File: config.mk
export PLATFORM = sky130hd
export DESIGN_NAME = ifid_fetch_stage
export DESIGN_NICKNAME = d
export VERILOG_FILES = /design/src/rtl/cpu_pkg.sv /design/src/rtl/ifid_reg.sv /design/src/rtl/ifid_fetch_stage.sv
export SDC_FILE = /design/constraint.sdc
export NUM_CORES = 1
export LEC_CHECK = 0
export CORE_MARGIN = 5
export CORE_UTILIZATION = 43
export DETAILED_ROUTE_END_ITERATION = 6
export PLACE_DENSITY = 0.78
export SLEW_MARGIN = 0
export SYNTH_ARGS = -nofsm -noshare
export SYNTH_HDL_FRONTEND = slang
export SYNTH_SLANG_ARGS = --single-unit
File: constraint.sdc
create_clock -name clk -period 5.3 [get_ports clk]
set_clock_uncertainty 0.1 [all_clocks]
set_input_delay 0.795 -clock clk [delete_from_list [all_inputs] [get_ports clk]]
set_output_delay 0.795 -clock clk [all_outputs]
set_load 0.005 [all_outputs]
File: src/rtl/cpu_pkg.sv
// Shared CPU pipeline definitions: datapath width, NOP encoding and fetch FSM states.
package cpu_pkg;

    localparam int XLEN = 32;
    localparam logic [XLEN-1:0] NOP_INSTR_DEFAULT = 32'h0000_0000;

    typedef enum logic [1:0] {
        FS_IDLE  = 2'd0,
        FS_FETCH = 2'd1,
        FS_HOLD  = 2'd2,
        FS_DRAIN = 2'd3
    } fetch_state_e;

    function automatic logic [XLEN-1:0] word_align(input logic [XLEN-1:0] addr);
        return {addr[XLEN-1:2], 2'b00};
    endfunction

endpackage

File: src/rtl/ifid_reg.sv
// Pipeline register with bubble/load/hold controls; bubble wins over load.
module ifid_reg
    import cpu_pkg::*;
#(
    parameter logic [XLEN-1:0] NOP_INSTR = NOP_INSTR_DEFAULT
) (
    input  logic            clk,
    input  logic            rst_n,
    input  logic            bubble,
    input  logic            load,
    input  logic [XLEN-1:0] instr_in,
    input  logic [XLEN-1:0] pc4_in,
    output logic [XLEN-1:0] instr_out,
    output logic [XLEN-1:0] pc4_out,
    output logic            valid_out
);

    logic [XLEN-1:0] instr_q, instr_d;
    logic [XLEN-1:0] pc4_q,   pc4_d;
    logic            valid_q, valid_d;

    // Next-state selection: bubble, load, or hold.
    always_comb begin
        instr_d = instr_q;
        pc4_d   = pc4_q;
        valid_d = valid_q;
        if (bubble) begin
            instr_d = NOP_INSTR;
            pc4_d   = {XLEN{1'b0}};
            valid_d = 1'b0;
        end else if (load) begin
            instr_d = instr_in;
            pc4_d   = pc4_in;
            valid_d = 1'b1;
        end else begin
            instr_d = instr_q;
            pc4_d   = pc4_q;
            valid_d = valid_q;
        end
    end

    // Register state.
    always_ff @(posedge clk or negedge rst_n) begin
        if (!rst_n) begin
            instr_q <= NOP_INSTR;
            pc4_q   <= {XLEN{1'b0}};
            valid_q <= 1'b0;
        end else begin
            instr_q <= instr_d;
            pc4_q   <= pc4_d;
            valid_q <= valid_d;
        end
    end

    assign instr_out = instr_q;
    assign pc4_out   = pc4_q;
    assign valid_out = valid_q;

endmodule

File: src/rtl/ifid_fetch_stage.sv
// Instruction-fetch stage: PC, imem req/ack handshake, stall hold buffer, flush/drain, IF/ID load.
module ifid_fetch_stage
    import cpu_pkg::*;
#(
    parameter logic [XLEN-1:0] RESET_PC  = 32'h0000_0000,
    parameter logic [XLEN-1:0] NOP_INSTR = NOP_INSTR_DEFAULT
) (
    input  logic            clk,
    input  logic            rst_n,
    input  logic            pc_write,
    input  logic            ifid_write,
    input  logic            flush,
    input  logic [XLEN-1:0] redirect_pc,
    output logic            imem_req,
    output logic [XLEN-1:0] imem_addr,
    input  logic            imem_ack,
    input  logic [XLEN-1:0] imem_rdata,
    output logic [XLEN-1:0] ifid_instr,
    output logic [XLEN-1:0] ifid_pc4,
    output logic            ifid_valid
);

    fetch_state_e    state_q, state_d;
    logic [XLEN-1:0] pc_q, pc_d;
    logic [XLEN-1:0] addr_q, addr_d;
    logic            req_q, req_d;
    logic [XLEN-1:0] hold_instr_q, hold_instr_d;
    logic [XLEN-1:0] hold_pc4_q, hold_pc4_d;

    logic            stall_s;
    logic            ack_s;
    logic [XLEN-1:0] pc_plus4_s;
    logic [XLEN-1:0] redir_s;
    logic            ifid_bubble_s;
    logic            ifid_load_s;
    logic [XLEN-1:0] ifid_instr_in_s;
    logic [XLEN-1:0] ifid_pc4_in_s;

    assign stall_s    = !pc_write || !ifid_write;
    assign ack_s      = imem_ack && req_q;
    assign pc_plus4_s = pc_q + 32'd4;
    assign redir_s    = word_align(redirect_pc);

    // Fetch FSM next-state, address/PC update and IF/ID control.
    always_comb begin
        state_d         = state_q;
        pc_d            = pc_q;
        addr_d          = addr_q;
        req_d           = req_q;
        hold_instr_d    = hold_instr_q;
        hold_pc4_d      = hold_pc4_q;
        ifid_bubble_s   = 1'b0;
        ifid_load_s     = 1'b0;
        ifid_instr_in_s = imem_rdata;
        ifid_pc4_in_s   = pc_plus4_s;

        case (state_q)
            FS_IDLE: begin
                state_d = FS_FETCH;
                req_d   = 1'b1;
                if (flush) begin
                    ifid_bubble_s = 1'b1;
                    pc_d          = redir_s;
                    addr_d        = redir_s;
                end else begin
                    addr_d = pc_q;
                end
            end
            FS_FETCH: begin
                if (flush) begin
                    ifid_bubble_s = 1'b1;
                    pc_d          = redir_s;
                    if (ack_s) begin
                        addr_d = redir_s;
                    end else begin
                        // Stale request must complete at its original address.
                        state_d = FS_DRAIN;
                    end
                end else if (ack_s) begin
                    pc_d   = pc_plus4_s;
                    addr_d = pc_plus4_s;
                    if (!stall_s) begin
                        ifid_load_s = 1'b1;
                    end else begin
                        hold_instr_d = imem_rdata;
                        hold_pc4_d   = pc_plus4_s;
                        req_d        = 1'b0;
                        state_d      = FS_HOLD;
                    end
                end else if (!stall_s) begin
                    ifid_bubble_s = 1'b1;
                end else begin
                    ifid_bubble_s = 1'b0;
                end
            end
            FS_HOLD: begin
                if (flush) begin
                    ifid_bubble_s = 1'b1;
                    pc_d          = redir_s;
                    addr_d        = redir_s;
                    req_d         = 1'b1;
                    state_d       = FS_FETCH;
                end else if (!stall_s) begin
                    ifid_load_s     = 1'b1;
                    ifid_instr_in_s = hold_instr_q;
                    ifid_pc4_in_s   = hold_pc4_q;
                    addr_d          = pc_q;
                    req_d           = 1'b1;
                    state_d         = FS_FETCH;
                end else begin
                    state_d = FS_HOLD;
                end
            end
            FS_DRAIN: begin
                if (flush) begin
                    ifid_bubble_s = 1'b1;
                    pc_d          = redir_s;
                end else begin
                    ifid_bubble_s = !stall_s;
                end
                if (ack_s) begin
                    state_d = FS_FETCH;
                    addr_d  = flush ? redir_s : pc_q;
                end else begin
                    state_d = FS_DRAIN;
                end
            end
            default: begin
                state_d = FS_IDLE;
                req_d   = 1'b0;
            end
        endcase
    end

    // Fetch state registers.
    always_ff @(posedge clk or negedge rst_n) begin
        if (!rst_n) begin
            state_q      <= FS_IDLE;
            pc_q         <= RESET_PC;
            addr_q       <= RESET_PC;
            req_q        <= 1'b0;
            hold_instr_q <= {XLEN{1'b0}};
            hold_pc4_q   <= {XLEN{1'b0}};
        end else begin
            state_q      <= state_d;
            pc_q         <= pc_d;
            addr_q       <= addr_d;
            req_q        <= req_d;
            hold_instr_q <= hold_instr_d;
            hold_pc4_q   <= hold_pc4_d;
        end
    end

    ifid_reg #(
        .NOP_INSTR(NOP_INSTR)
    ) u_ifid_reg (
        .clk       (clk),
        .rst_n     (rst_n),
        .bubble    (ifid_bubble_s),
        .load      (ifid_load_s),
        .instr_in  (ifid_instr_in_s),
        .pc4_in    (ifid_pc4_in_s),
        .instr_out (ifid_instr),
        .pc4_out   (ifid_pc4),
        .valid_out (ifid_valid)
    );

    assign imem_req  = req_q;
    assign imem_addr = addr_q;

endmodule

# Yosys cells after proc, flatten, opt, wreduce, memory -nomap -nowiden
# Cells that the tools add are included.
[totals] word_cells=82 register_bits=196 output_inout_bits=98 input_bits=70
[classes] eq_ne=11 mux=46 reduce_logical=14 bitwise=1 add_sub_neg=1
[ops] cell="$mux 32" n=18
[ops] cell="$pmux 32 s4" n=1
[ops] cell="$pmux 32 s2" n=1
[ops] cell="$add 32x3->32 const B" n=1
[ops] cell="$mux 1" n=15
[ops] cell="$mux 2" n=7
[ops] cell="$ne 3x3->1 const B" n=4
[ops] cell="$reduce_and 3->1" n=3
[ops] cell="$ne 2x2->1 const B" n=4
[ops] cell="$pmux 2 s4" n=1
[ops] cell="$pmux 1 s3" n=2
[ops] cell="$reduce_and 5->1" n=1
[ops] cell="$eq 2x2->1 const B" n=2
[ops] cell="$logic_not 1->1" n=3
[ops] cell="$reduce_bool 3->1" n=1
[ops] cell="$reduce_or 3->1" n=1
[ops] cell="$eq 2x1->1 const B" n=1
[ops] cell="$logic_not 2->1" n=1
[ops] cell="$pmux 1 s2" n=1
[ops] cell="$reduce_bool 2->1" n=1
[ops] cell="$reduce_or 2->1" n=1
[ops] cell="$logic_and 1x1->1" n=1
[ops] cell="$logic_or 1x1->1" n=1
[ops] cell="$not 1->1" n=1

# Longest topological paths before layout
[depth] depth_word=8 mapped_depth=11 mapped_depth_nobuf=7

# Cells and area by module
# Synthesis repeated with hierarchy kept, for this count alone.
[unflattened] hier_cells=1080 hier_area_um2=10341.2
[by_module_without_submodules] mod="ifid_fetch_stage" cells_per_inst=871 seq_area_each_um2=3278.1 instances=1 area_each_um2=7703.6
[by_module_without_submodules] mod="ifid_reg" cells_per_inst=209 seq_area_each_um2=1626.6 instances=1 area_each_um2=2637.5

# Worst setup path after synthesis
# No wires, ideal clock.
[synth_timing] path_type="in2reg" start="input port imem_ack" end="register u_ifid_reg.pc4_q[31] (netlist: u_ifid_reg.pc4_out[31])" arrival_ns=2.051 n_path_buf=3 stages=8 t_required_ns=5.069 setup_ns=0.131 setup_slack_ns=3.019 cell_sequence="clkbuf_2 and3_1 buf_2 o2111ai_1 nor2_1 buf_2 a32oi_1 o21ai_0"
[synth_between] elab_chain_len=5 word_cells_on_any_way=9 cone_classes="mux (7); reduce/logical (2)"
[synth_rtl] item="start: declaration" line="ifid_fetch_stage.sv:16" text="input logic imem_ack,"
[synth_rtl] item="$logic_and 1x1->1 *" line="ifid_fetch_stage.sv:40" text="assign ack_s = imem_ack && req_q;"
[synth_rtl] item="$mux 1" line="ifid_fetch_stage.sv:79" text="end else if (ack_s) begin"
[synth_rtl] item="$mux 1" line="ifid_fetch_stage.sv:70" text="if (flush) begin"
[synth_rtl] item="$pmux 1 s3 / $pmux 1 s2 (equally long branches)" line="ifid_fetch_stage.sv:57" text="case (state_q)"
[synth_rtl] item="$mux 32 / $reduce_bool 2->1 (equally long branches)"
[synth_rtl] item="end signal: assignment" line="ifid_reg.sv:46" text="pc4_q <= {XLEN{1'b0}};"
[synth_rtl] item="end signal: assignment" line="ifid_reg.sv:50" text="pc4_q <= pc4_d;"
[synth_rtl] item="end: declaration" line="ifid_reg.sv:19" text="logic [XLEN-1:0] pc4_q, pc4_d;"
# Every way passes the cells marked *; elsewhere a longest branch is shown, timed or not.
# A chain may end at the register's enable or synchronous reset.

# Worst setup path in the final report
[layout_timing] start="input port flush" end="register addr_q[24] (netlist: imem_addr[24])"
[layout_between] elab_chain_len=3 word_cells_on_any_way=7 cone_classes="eq/ne (1); mux (5); reduce/logical (1)"
[layout_rtl] item="start: declaration" line="ifid_fetch_stage.sv:12" text="input logic flush,"
[layout_rtl] item="$mux 32"
[layout_rtl] item="$mux 32" line="ifid_fetch_stage.sv:121" text="if (ack_s) begin"
[layout_rtl] item="$pmux 32 s4" line="ifid_fetch_stage.sv:57"
[layout_rtl] item="end signal: assignment" line="ifid_fetch_stage.sv:147" text="addr_q <= addr_d;"
[layout_rtl] item="end: declaration" line="ifid_fetch_stage.sv:25" text="logic [XLEN-1:0] addr_q, addr_d;"
# Parallel ways exist; a longest one is shown, timed or not. The select of a mux whose other input is x is not followed.

==> flow_metrics.env <==
export IMPL_place_inst=1441
export IMPL_clkTransAtPathRegs_ns=0.07
export IMPL_p_leak_uw=0.00499
export IMPL_via_per_inst=5.60
export IMPL_rows=56
export IMPL_grt_start_max_net_pins=123
export IMPL_rsz0062_at_grt="false"
export IMPL_drt_iter0_drc=757
export IMPL_fin_tns_setup_ns=0
export IMPL_grt_usage=0.197
export IMPL_avgSynthCellArea_sq_um=9.67
export IMPL_timing_rr_start="state_q[1]"
export IMPL_pin_count=168
export IMPL_fin_ws_ns=1.97
export IMPL_ys_seq_area_frac=0.489
export IMPL_whs_ns=0.374
export IMPL_grt_antenna_before_repair=0
export IMPL_cts_htree_levels=4
export IMPL_post_drt_wl_per_cell_um=17.5
export IMPL_dpl_cell_area_sq_um=11700
export IMPL_setup_viol=0
export IMPL_dp_hpwl_mm=17.4
export IMPL_endpoint_kind="flop"
export IMPL_cts_hold_buf=0
export IMPL_wl_met1_mm=11.8
export IMPL_seqCellArea_sq_um=4900
export IMPL_die_height_um=163
export IMPL_drc_errors=0
export IMPL_critPathLaunch="flush"
export IMPL_netlist_area_sq_um=10000
export IMPL_synth_mux_area_frac=0.0618
export IMPL_fin_area_sq_um=12300
export IMPL_async_reset_ff_frac=1.00
export IMPL_synth_main_ff_cell="dfrtp_1"
export IMPL_place_ws_ns=1.62
export IMPL_dieArea_sq_um=26500
export IMPL_ys_warnings_count=0
export IMPL_clk_latency_ns=0.43
export IMPL_wirelength_mm=25.8
export IMPL_cts_buffers=17
export IMPL_synth_xor_area_frac=0.0506
export IMPL_critical_path_class="primary input to flop"
export IMPL_cts_setup_buffers=0
export IMPL_final_antenna_net_count=0
export IMPL_clock_sinks=196
export IMPL_synth_edff_count=0
export IMPL_grt_first_pass_wirelength_mm=42.3
export IMPL_drive_gt1_frac=0.102
export IMPL_grt_remaining_overflow=0
export IMPL_crit_arrival_ns=3.48
export IMPL_yosys_area_share_simple=0.190
export IMPL_fmax_mhz=300
export IMPL_worstPathRequired_ns=5.45
export IMPL_worstMarginPinSlew_ns=1.10
export IMPL_antennaDiodeCount=0
export IMPL_final_max_slew_violation_count=0
export IMPL_multi_input_area_sq_um=4640
export IMPL_start_util=0.432
export IMPL_final_nets=1216
export IMPL_start_kind="primary input"
export IMPL_layout_common_cells="dfrtp_1 (196), nand2_1 (168), clkdlybuf4s50_1 (164)"
export IMPL_fillers=2048
export IMPL_final_common_cell="dfrtp_1"
export IMPL_io_buffers=165
export IMPL_firstDrtPassIters=6
export IMPL_synth_cells=1038
export IMPL_ys_ff_latch=196
export IMPL_relSlewSlack=0.265
export IMPL_gp_congestion=0.879
export IMPL_synth_top_cells_by_area="dfrtp_1 (49%), nand2_1 (6.3%), mux2_2 (4.9%), o21ai_0 (3.4%), nor2_1 (3.3%)"
export IMPL_synth_nets=1113
export IMPL_status="finished clean"
export IMPL_fin_crit_ns=3.33
export IMPL_ir_worst_vdd_v=0.000218
export IMPL_synth_top_area_share=0.489
export IMPL_areaGrowthSynthToFinish_pct=22.3
export IMPL_power_density_nw_per_um2=411
export IMPL_instances_no_fill=1471
export IMPL_drv_cap=0
export IMPL_wl_met2_mm=11.4
export IMPL_placeableCoreArea_sq_um=23300
export IMPL_hold_class="flop to flop"
export IMPL_wl_met3_mm=1.98
export IMPL_min_delay_start="hold_pc4_q[19]"
export IMPL_hold_violations=0
export IMPL_clock_path_buffers=2
export IMPL_cts_resized=0
export IMPL_synth_top_family_by_area="simple AND/OR/NAND/NOR gates"
export IMPL_synth_compound_area_frac=0.153
export IMPL_die_x_um=163
export IMPL_fin_crit_sh=0.629
export IMPL_root_buffer="clkbuf_16"
export IMPL_synth_largest_area_cell="dfrtp_1"
export IMPL_vias=8244
export IMPL_synth_fa_ha_area_frac=0.00623
export IMPL_routed_top_layer="met4"
export IMPL_cts_tree="built"
export IMPL_grt_pass1_vias=7995
export IMPL_yosysUniqueCellTypes=73
export IMPL_crit_fanout=22
final cells by class:
class | instances | share of cell area
timing repair buffer | 179 | 0.143
tap | 319 | 0.0325
sequential | 196 | 0.399
multi-input combinational | 737 | 0.377
clock buffer | 17 | 0.0346
inverter | 10 | 0.00306
clock inverter | 13 | 0.00958
cells in the mapped netlist, types with 10 or more instances:
library cell,n
xor2_1,28
buf_2,33
mux2i_1,11
nand3_1,18
and2_1,12
nor3_1,27
xnor2_1,30
o31ai_1,11
dfrtp_1,196
and3_1,12
o21ai_1,11
a311oi_1,35
a21oi_1,35
mux2_2,44
nand2_1,169
o21ai_0,68
inv_1,10
clkbuf_1,39
nand4_1,16
nor2_1,87
sequential cells by signal, indices dropped and copies added, names as in the netlist:
register              count
state_q                   2
hold_instr_q             32
u_ifid_reg.instr_out     32
pc_q                     32
imem_req                  1
hold_pc4_q               32
u_ifid_reg.valid_out      1
u_ifid_reg.pc4_out       32
imem_addr                32
report_power, final:
part / internal, uW / leakage (uW) / switching [uW]
registers: 1920 / 0.00247 / 305
clock network: 614 / 0.000264 / 602
logic: 773 / 0.00225 / 825
total: 3310 / 0.00499 / 1730
critical path, stage by stage:
cell	delay [ns]
clkdlybuf4s50_1	0.81
nor2b_1	0.25
a21o_1	0.47
nor2_1	0.93
a22oi_1	0.22
through the flow:
stage / util / power, uW
5_1_grt: 0.528 / 5380
6_report: 0.528 / 5040
4_1_cts: 0.528 / 5080
3_5_place_dp: 0.505 / 3840
3_3_place_gp: 0.505 / 3780
2_1_floorplan: - / 3180
final timing paths:
path | slack (ns) | depth (start not counted) | endpoint
worst max-delay path | 1.97 | 5 | imem_addr[24]
worst min-delay path | 0.37 | 1 | hold_pc4_q[19]
worst max register to register | 2.02 | 9 | u_ifid_reg.pc4_out[31]
worst min register to register | 0.37 | 1 | hold_pc4_q[19]
max in group asynchronous | 3.53 | 2 | hold_pc4_q[29]
min in group asynchronous | 0.39 | 1 | u_ifid_reg.instr_out[25]
logic make-up after synthesis:
kind of cell               count (synthesis)
muxes                                     56
AOI/OAI and AO/OA                        229
buffers and inverters                    105
xor gates and xnor gates                  58
DFF                                      196
and+or+nand+nor                          389
adders and majority gates                  5
per-layer routing:
layer,up-vias,track usage
li1,3878,-
met1,3982,0.283
met2,343,0.296
met3,41,0.0407
met4,0,0.0675
met5,-,0
Note: power is estimated with default switching activity, not from simulation.
